$ cat src/rtl/gecko_pkg.sv
// Shared types and constants for the gecko keystream XOR decryptor.
package gecko_pkg;

  // Keystream and data byte width.
  localparam int KS_W = 8;

  // Top-level operating state: normal decryption or keystream skipping.
  typedef enum logic {
    ST_RUN  = 1'b0,
    ST_SKIP = 1'b1
  } state_t;

endpackage

$ cat src/rtl/ks_fifo.sv
// Keystream prefetch FIFO: DEPTH x KS_W registers, pointers with an extra wrap bit.
module ks_fifo
  import gecko_pkg::*;
#(
  parameter int DEPTH = 4
) (
  input  logic            clk,
  input  logic            rst_n,
  input  logic            push,
  input  logic [KS_W-1:0] push_data,
  input  logic            pop,
  output logic [KS_W-1:0] head,
  output logic            full,
  output logic            empty
);

  localparam int AW = $clog2(DEPTH);
  localparam logic [AW:0] PTR_ONE = {{AW{1'b0}}, 1'b1};

  logic [KS_W-1:0] mem [DEPTH];
  logic [AW:0]     wr_ptr;
  logic [AW:0]     rd_ptr;

  // Write the pushed keystream byte into the slot addressed by the write pointer.
  // NOTE: the storage array has no reset; validity comes only from the pointers,
  // so clearing the data would add reset fan-out for nothing.
  always_ff @(posedge clk) begin
    if (push) begin
      mem[wr_ptr[AW-1:0]] <= push_data;
    end
  end

  // Advance read/write pointers; push and pop may happen on the same clk.
  // NOTE: state registers use non-blocking assignments so every flop samples
  // pre-edge values regardless of the order of statements.
  always_ff @(posedge clk or negedge rst_n) begin
    if (!rst_n) begin
      wr_ptr <= '0;
      rd_ptr <= '0;
    end else begin
      if (push) wr_ptr <= wr_ptr + PTR_ONE;
      if (pop)  rd_ptr <= rd_ptr + PTR_ONE;
    end
  end

  assign head  = mem[rd_ptr[AW-1:0]];
  assign empty = (wr_ptr == rd_ptr);
  assign full  = (wr_ptr[AW] != rd_ptr[AW]) && (wr_ptr[AW-1:0] == rd_ptr[AW-1:0]);

endmodule

$ cat src/rtl/gecko_xor.sv
// Decrypts a byte stream by XORing each ciphertext byte with the next gecko
// keystream byte. A prefetch FIFO hides gecko latency; a seek discards bytes.
module gecko_xor
  import gecko_pkg::*;
#(
  parameter int KS_DEPTH = 4,
  parameter int SEEK_W   = 16,
  parameter int CNT_W    = 24
) (
  input  logic              clk,
  input  logic              rst_n,
  input  logic              clken,
  input  logic              ks_ready,
  input  logic [KS_W-1:0]   ks_byte,
  output logic              ks_next,
  input  logic [KS_W-1:0]   din,
  input  logic              din_valid,
  output logic              din_ready,
  output logic [KS_W-1:0]   dout,
  output logic              dout_valid,
  input  logic              dout_ready,
  input  logic              seek_valid,
  input  logic [SEEK_W-1:0] seek_len,
  output logic              seek_busy,
  output logic [CNT_W-1:0]  byte_count
);

  localparam logic [SEEK_W-1:0] SKIP_ONE = {{(SEEK_W-1){1'b0}}, 1'b1};
  localparam logic [CNT_W-1:0]  CNT_ONE  = {{(CNT_W-1){1'b0}}, 1'b1};

  state_t            state;
  state_t            state_nxt;
  logic [SEEK_W-1:0] skip_left;

  logic              fifo_full;
  logic              fifo_empty;
  logic [KS_W-1:0]   fifo_head;

  logic              capture;
  logic              push;
  logic              pop;
  logic              start_seek;
  logic              fire;
  logic              skip_pop;
  logic              skip_discard;
  logic              skip_step;

  // A keystream byte is taken only on an enabled edge; gecko drops ready on it.
  assign capture      = clken & ks_next;
  assign push         = capture & (state == ST_RUN);
  assign start_seek   = (state == ST_RUN) & seek_valid & (seek_len != '0);
  assign fire         = din_valid & din_ready;
  // While skipping, prefetched bytes are drained first, then fresh ones discarded.
  assign skip_pop     = (state == ST_SKIP) & ~fifo_empty;
  assign skip_discard = (state == ST_SKIP) & fifo_empty & capture;
  assign skip_step    = skip_pop | skip_discard;
  assign pop          = fire | skip_pop;

  ks_fifo #(
    .DEPTH (KS_DEPTH)
  ) u_fifo (
    .clk       (clk),
    .rst_n     (rst_n),
    .push      (push),
    .push_data (ks_byte),
    .pop       (pop),
    .head      (fifo_head),
    .full      (fifo_full),
    .empty     (fifo_empty)
  );

  // FSM state register.
  always_ff @(posedge clk or negedge rst_n) begin
    if (!rst_n) state <= ST_RUN;
    else        state <= state_nxt;
  end

  // FSM next state: enter SKIP on a non-zero seek, leave on the last skipped byte.
  // NOTE: every combinational output gets a default first so no path infers a latch.
  always_comb begin
    state_nxt = state;
    case (state)
      ST_RUN:  if (start_seek) state_nxt = ST_SKIP;
      ST_SKIP: if (skip_step && (skip_left == SKIP_ONE)) state_nxt = ST_RUN;
      default: state_nxt = ST_RUN;
    endcase
  end

  // FSM outputs: keystream fetch, input handshake and busy flag per state.
  always_comb begin
    ks_next   = 1'b0;
    din_ready = 1'b0;
    seek_busy = 1'b0;
    case (state)
      ST_RUN: begin
        ks_next   = ks_ready & ~fifo_full;
        din_ready = ~fifo_empty & (~dout_valid | dout_ready) & ~start_seek;
      end
      ST_SKIP: begin
        ks_next   = ks_ready & fifo_empty;
        seek_busy = 1'b1;
      end
      default: ;
    endcase
  end

  // Remaining bytes to skip: loaded on seek start, decremented per discard.
  always_ff @(posedge clk or negedge rst_n) begin
    if (!rst_n)          skip_left <= '0;
    else if (start_seek) skip_left <= seek_len;
    else if (skip_step)  skip_left <= skip_left - SKIP_ONE;
  end

  // Output register: XOR on transfer, otherwise drop valid once consumed.
  always_ff @(posedge clk or negedge rst_n) begin
    if (!rst_n) begin
      dout       <= '0;
      dout_valid <= 1'b0;
    end else if (fire) begin
      dout       <= din ^ fifo_head;
      dout_valid <= 1'b1;
    end else if (dout_ready) begin
      dout_valid <= 1'b0;
    end
  end

  // Count every keystream byte consumed, XORed or skipped; wraps silently.
  always_ff @(posedge clk or negedge rst_n) begin
    if (!rst_n)                 byte_count <= '0;
    else if (fire || skip_step) byte_count <= byte_count + CNT_ONE;
  end

endmodule

$ cat config.mk
export PLATFORM = sky130hd
export DESIGN_NAME = gecko_xor
export DESIGN_NICKNAME = d
export VERILOG_FILES = /design/src/rtl/gecko_pkg.sv /design/src/rtl/ks_fifo.sv /design/src/rtl/gecko_xor.sv
export SDC_FILE = /design/constraint.sdc
export NUM_CORES = 1
export LEC_CHECK = 0
export CAP_MARGIN = 20
export CORE_AREA = 4 4 135 137
export DETAILED_ROUTE_END_ITERATION = 7
export DIE_AREA = 0 0 139 141
export GPL_TIMING_DRIVEN = 0
export PLACE_DENSITY = 0.46
export SLEW_MARGIN = 40
export SYNTH_ARGS = -nofsm -noshare
export SYNTH_HDL_FRONTEND = slang
export SYNTH_SLANG_ARGS = --single-unit
$ cat constraint.sdc
create_clock -name clk -period 7.5 [get_ports clk]
set_input_delay 1.125 -clock clk [delete_from_list [all_inputs] [get_ports clk]]
set_output_delay 1.125 -clock clk [all_outputs]
set_load 0.02 [all_outputs]
Word-level counts from Yosys, hierarchy flattened
Memories as Yosys holds them, arrays and structs flattened.
Cells that the tools add are included.
W data, S select, Z words.
- $add $sub $neg: 4
- equality and inequality tests: 4
- mux-type cells: 12
- bitwise logic cells: 21
- reductions and logical operators: 6
- operator list (kind ; count):
    $mux W16 ; 2
    $add A24 B1 Y24 const B ; 1
    $eq A16 B1 Y1 const B ; 1
    $reduce_bool A16 Y1 ; 1
    $sub A16 B1 Y16 const B ; 1
    $and A1 B1 Y1 ; 12
    $mux W1 ; 8
    $xor A8 B8 Y8 ; 1
    $add A3 B1 Y3 const B ; 2
    $not A1 Y1 ; 5
    $pmux W1 S2 ; 2
    $reduce_bool A2 Y1 ; 2
    $eq A3 B3 Y1 ; 1
    $or A1 B1 Y1 ; 3
    $eq A2 B2 Y1 ; 1
    $logic_and A1 B1 Y1 ; 2
    $logic_or A1 B1 Y1 ; 1
    $ne A1 B1 Y1 ; 1
- flip-flop bits (word level): 56
- RAM bits: 32
- input bits: 39
- output and inout port bits: 36
- logic and storage cells: 55
- memories kept: 1
- memory list (memory ; words ; bits a word ; read ports ; clocked after memory_dff ; write ports ; RTL line ; source):
    u_fifo.mem ; 4 ; 8 ; 1 ; 0 ; 1 ; ks_fifo.sv:20 ; logic [KS_W-1:0] mem [DEPTH];

Longest topological paths before layout
- word-level depth: 11
- mapped depth: 7
- gate-level depth less buffers: 6

Modules after synthesis
From an unflattened synthesis, not the netlist that was laid out.
- cells, all modules: 323
- area total of the unflattened synthesis: 4030.1 sq um
- modules (own cells, without submodules) (module ; instances ; cells each ; area an instance (sq um)):
    gecko_xor ; 1 ; 251 ; 2529.9
    ks_fifo ; 1 ; 72 ; 1500.2

Worst setup path after synthesis
OpenSTA, ideal clock, no wires.
- path kind: input to output
- start point: in seek_len[11]
- end point: out din_ready
- arrival: 2760 ps
- data required time: 6375 ps
- slack: 3615 ps
- stages: 4
- buffers on the path: 1
- cells stage by stage: or4_1 o41ai_1 clkbuf_1 and3_1
- cells in the longest elaborated chain, start to end: 5
- ends and longest elaborated chain (element ; RTL line ; source):
    from (decl) ; gecko_xor.sv:23 ; input logic [SEEK_W-1:0] seek_len,
    $reduce_bool A16 Y1 ; gecko_xor.sv:51 ; assign start_seek = (state == ST_RUN) & seek_valid & (seek_len != '0);
    $and A1 B1 Y1 ; gecko_xor.sv:51 ;
    $not A1 Y1 ; gecko_xor.sv:97 ; din_ready = ~fifo_empty & (~dout_valid | dout_ready) & ~start_seek;
    $and A1 B1 Y1 ; gecko_xor.sv:97 ;
    $mux W1 ; gecko_xor.sv:94 ; case (state)
    to (decl) ; gecko_xor.sv:18 ; output logic din_ready,
Every way passes these cells.

Final worst setup path
- start point: in seek_len[0]
- end point: out din_ready
The elaborated chain is that of the path after synthesis.

==> run metrics <==
nature of the critical path startpoint input pin; maximum level of the CTS H-tree 3; number of diodes added for antenna fixing 0; setup repair after global routing missed its margin false; share of the yosys chip area belonging to registers 0.563; path class of the lowest-slack min-delay path reg2reg; global-route wire length before repair 17.6 mm; number of flip-flops and latches in the synthesized netlist 88; hold path startpoint byte_count[23]; Critical path buffers and inverters 3; final count of hold timing violations 0; category of the critical setup timing path in2out; Rows 48; PnR worst setup slack 2.24 ns; cell taking the most area after synthesis sky130_fd_sc_hd__dfrtp_1; Bufs on Longest Clock Path 2; total track usage 0.115; vias after detailed routing 3,003; net count reported at finish 474; quantity of gates resized following cts 0; Max-Cap Viols 0; Final HPWL DP 7.80 mm; CP required 6.38 ns; outcome complete, no violations; number of I/O pins 75; endpoint class of the critical path output port; total DRC errors in the routed layout 0; PortBufs 74; worst hold path stage count 1; Worst-Skew Late Latency 0.34 ns; Worst Path Max Fanout 10; mean cell area of the mapped netlist 12.3 um^2; number of synthesis warnings 0; Placer Congestion 0.780; Post-Syn Area 4200 um^2; area of the die 19,600 um^2; CTS clk-pin slew, worst paths 0.07 ns; Routed wire per std cell 16.4 um; post-cts hold buffer count 0; overall die width 139 um; delay contributed by the slowest stage of the critical path 0.62 ns; overall routed net length 10.8 mm; fin cells 657; critical register-to-register path startpoint u_fifo.rd_ptr[1]; Async S/R FF share, synth 0.636; Finish-stage setup viols 0; Initial Util 0.246; fin crit period 5.26 ns; number of antenna violations at the first check in global routing 0; CTS Sinks 88; highest ir drop seen on vdd 0.115 mV; via count normalized by instance count 4.57; critical path data arrival time 4.14 ns; static leakage power 2.03 nW; final cycle utilization of the critical path 0.701; cell with the largest stage delay on the worst path sky130_fd_sc_hd__clkdlybuf4s50_1; syn_nets 388; endpoint of the most critical register-to-register path u_fifo.mem[3][2]; max-slew violation count 0; maximum clock rate 190 MHz; gate family responsible for the most delay along the worst path buffers and inverters; clk root buf sky130_fd_sc_hd__clkbuf_16; post-CTS setup buffer count 0; Placed Cells 641; number of global-route vias before repair 3,162; relative slew slack 0.487; number of synthesized flops with an enable pin 32; final total negative setup slack 0 ns; number of unique standard cell types used by synthesis 51; flop2flop setup slack 4.64 ns; die height 141 um; initial detailed-routing violation count 234; endpoint of the worst hold path byte_count[23]; R2R cell count 5; share of post-route cells with drive strength above 1 0.0880; area of the core region 17,100 um^2; list of cells traversed by the critical path clkdlybuf4s50_1 > or4_1 > o41ai_1 > clkbuf_1 > and3_1 > clkdlybuf4s50_1; largest cells by area after synthesis sky130_fd_sc_hd__dfrtp_1, sky130_fd_sc_hd__edfxtp_1, sky130_fd_sc_hd__xnor2_1; area overhead of the layout relative to synthesis 31.6%; clock tree from TritonCTS done; most used flip-flop cell after synthesis sky130_fd_sc_hd__dfrtp_1; maximum number of pins on one net before global-route repair 30; leftover overflow at the end of global routing 0; CP dominant cell by count sky130_fd_sc_hd__clkdlybuf4s50_1; Post-Route Skew 0.00721 ns; most used standard cell by instance count after synthesis sky130_fd_sc_hd__dfrtp_1; DR pass1 iterations 4; pre-CTS WS 2.22 ns; remaining antenna violation count after routing 0; area share of the largest cell type after synthesis 0.334; Worst-Margin Slew 0.766 ns; number of buffers created by CTS 9; Power Density 290 nW/um^2; cell types with the highest counts after synthesis sky130_fd_sc_hd__dfrtp_1, sky130_fd_sc_hd__xnor2_1, sky130_fd_sc_hd__edfxtp_1; cells after synthesis 341
-- cell families after synthesis --
family | share of synthesized area
adders and majority gates | 0.0239
xor gates and xnor gates | 0.0814
muxes | 0.0456
buffers and inverters | 0.0245
AOI/OAI and AO/OA | 0.118
and+or+nand+nor | 0.143
DFF | 0.563
-- report_power, final --
part	internal (W)	switching, W	total, W
Sequential	0.000572	0.0000704	0.000642
Combinational	0.000244	0.000288	0.000532
Clock	0.000234	0.000192	0.000426
Total	0.00105	0.000550	0.00160
-- final cells by class --
type                            count  area, um^2
Timing Repair Buffer               75         758
Fill cell                        1734       11500
Sequential cell                    88        2360
Clock buffer                       10         239
Clock inverter                      6        42.5
Tap cell                          225         282
Buffer                             14        65.1
Inverter                           10        37.5
Multi-Input combinational cell    229        1740
-- flip-flops by register name (all words and copies together) (netlist names) --
signal,count
state,1
dout,8
skip_left,16
u_fifo.wr_ptr,3
u_fifo.rd_ptr,3
dout_valid,1
u_fifo.mem,32
byte_count,24
-- metal layers --
layer	track usage	part of all wire
met5	0	0
met2	0.173	0.46
met4	0.0433	0.013
met3	0.0366	0.061
met1	0.156	0.47
-- how the worst max path moves through the flow --
stage,start,to,slack [ns],cells past startpoint
3_5_place_dp,seek_len[12],din_ready,2.22,6
6_report,seek_len[0],din_ready,2.24,6
2_1_floorplan,seek_len[11],din_ready,3.61,4
4_1_cts,seek_len[12],din_ready,2.22,6
5_1_grt,seek_len[12],din_ready,2.09,6
3_3_place_gp,seek_len[0],din_ready,2.25,6
-- placed cells by master (no fill, tap or decap), types with 2 or more instances in the layout --
cell type                         instances
sky130_fd_sc_hd__o21ai_0                 10
sky130_fd_sc_hd__and4_1                   3
sky130_fd_sc_hd__nor3_1                  10
sky130_fd_sc_hd__clkinv_4                 2
sky130_fd_sc_hd__a211oi_1                 2
sky130_fd_sc_hd__dfrtp_1                 56
sky130_fd_sc_hd__o41ai_1                  2
sky130_fd_sc_hd__inv_1                   10
sky130_fd_sc_hd__nand2_1                 20
sky130_fd_sc_hd__nand4_1                 10
sky130_fd_sc_hd__nor4_1                   5
sky130_fd_sc_hd__o31ai_1                  2
sky130_fd_sc_hd__a221o_1                  6
sky130_fd_sc_hd__buf_4                    4
sky130_fd_sc_hd__nand3_1                 15
sky130_fd_sc_hd__and2_1                   5
sky130_fd_sc_hd__mux4_2                   8
sky130_fd_sc_hd__or3_1                    4
sky130_fd_sc_hd__xor2_1                   6
sky130_fd_sc_hd__edfxtp_1                32
sky130_fd_sc_hd__a311oi_1                 3
sky130_fd_sc_hd__nor2_1                  26
sky130_fd_sc_hd__ha_1                     8
sky130_fd_sc_hd__clkbuf_1                 9
sky130_fd_sc_hd__o41ai_4                  2
sky130_fd_sc_hd__a21o_1                   2
sky130_fd_sc_hd__and3_1                   4
sky130_fd_sc_hd__a21oi_1                 17
sky130_fd_sc_hd__clkbuf_16                9
sky130_fd_sc_hd__or4_1                    5
sky130_fd_sc_hd__clkdlybuf4s50_1         73
sky130_fd_sc_hd__xnor2_1                 33
-- stage by stage --
stage / hold slack, ns / total power (W) / utilization / instance area, um^2
final: 0.483 / 0.00160 / 0.324 / 5520
after global routing: 0.517 / 0.00170 / 0.324 / 5520
after CTS: 0.491 / 0.00162 / 0.323 / 5520
after detailed placement: 0.480 / 0.00118 / 0.307 / 5240
after global placement: 0.469 / 0.00117 / 0.306 / 5220
after floorplan: 0.451 / 0.000993 / - / 4200
(Power assumes the default switching activity.)
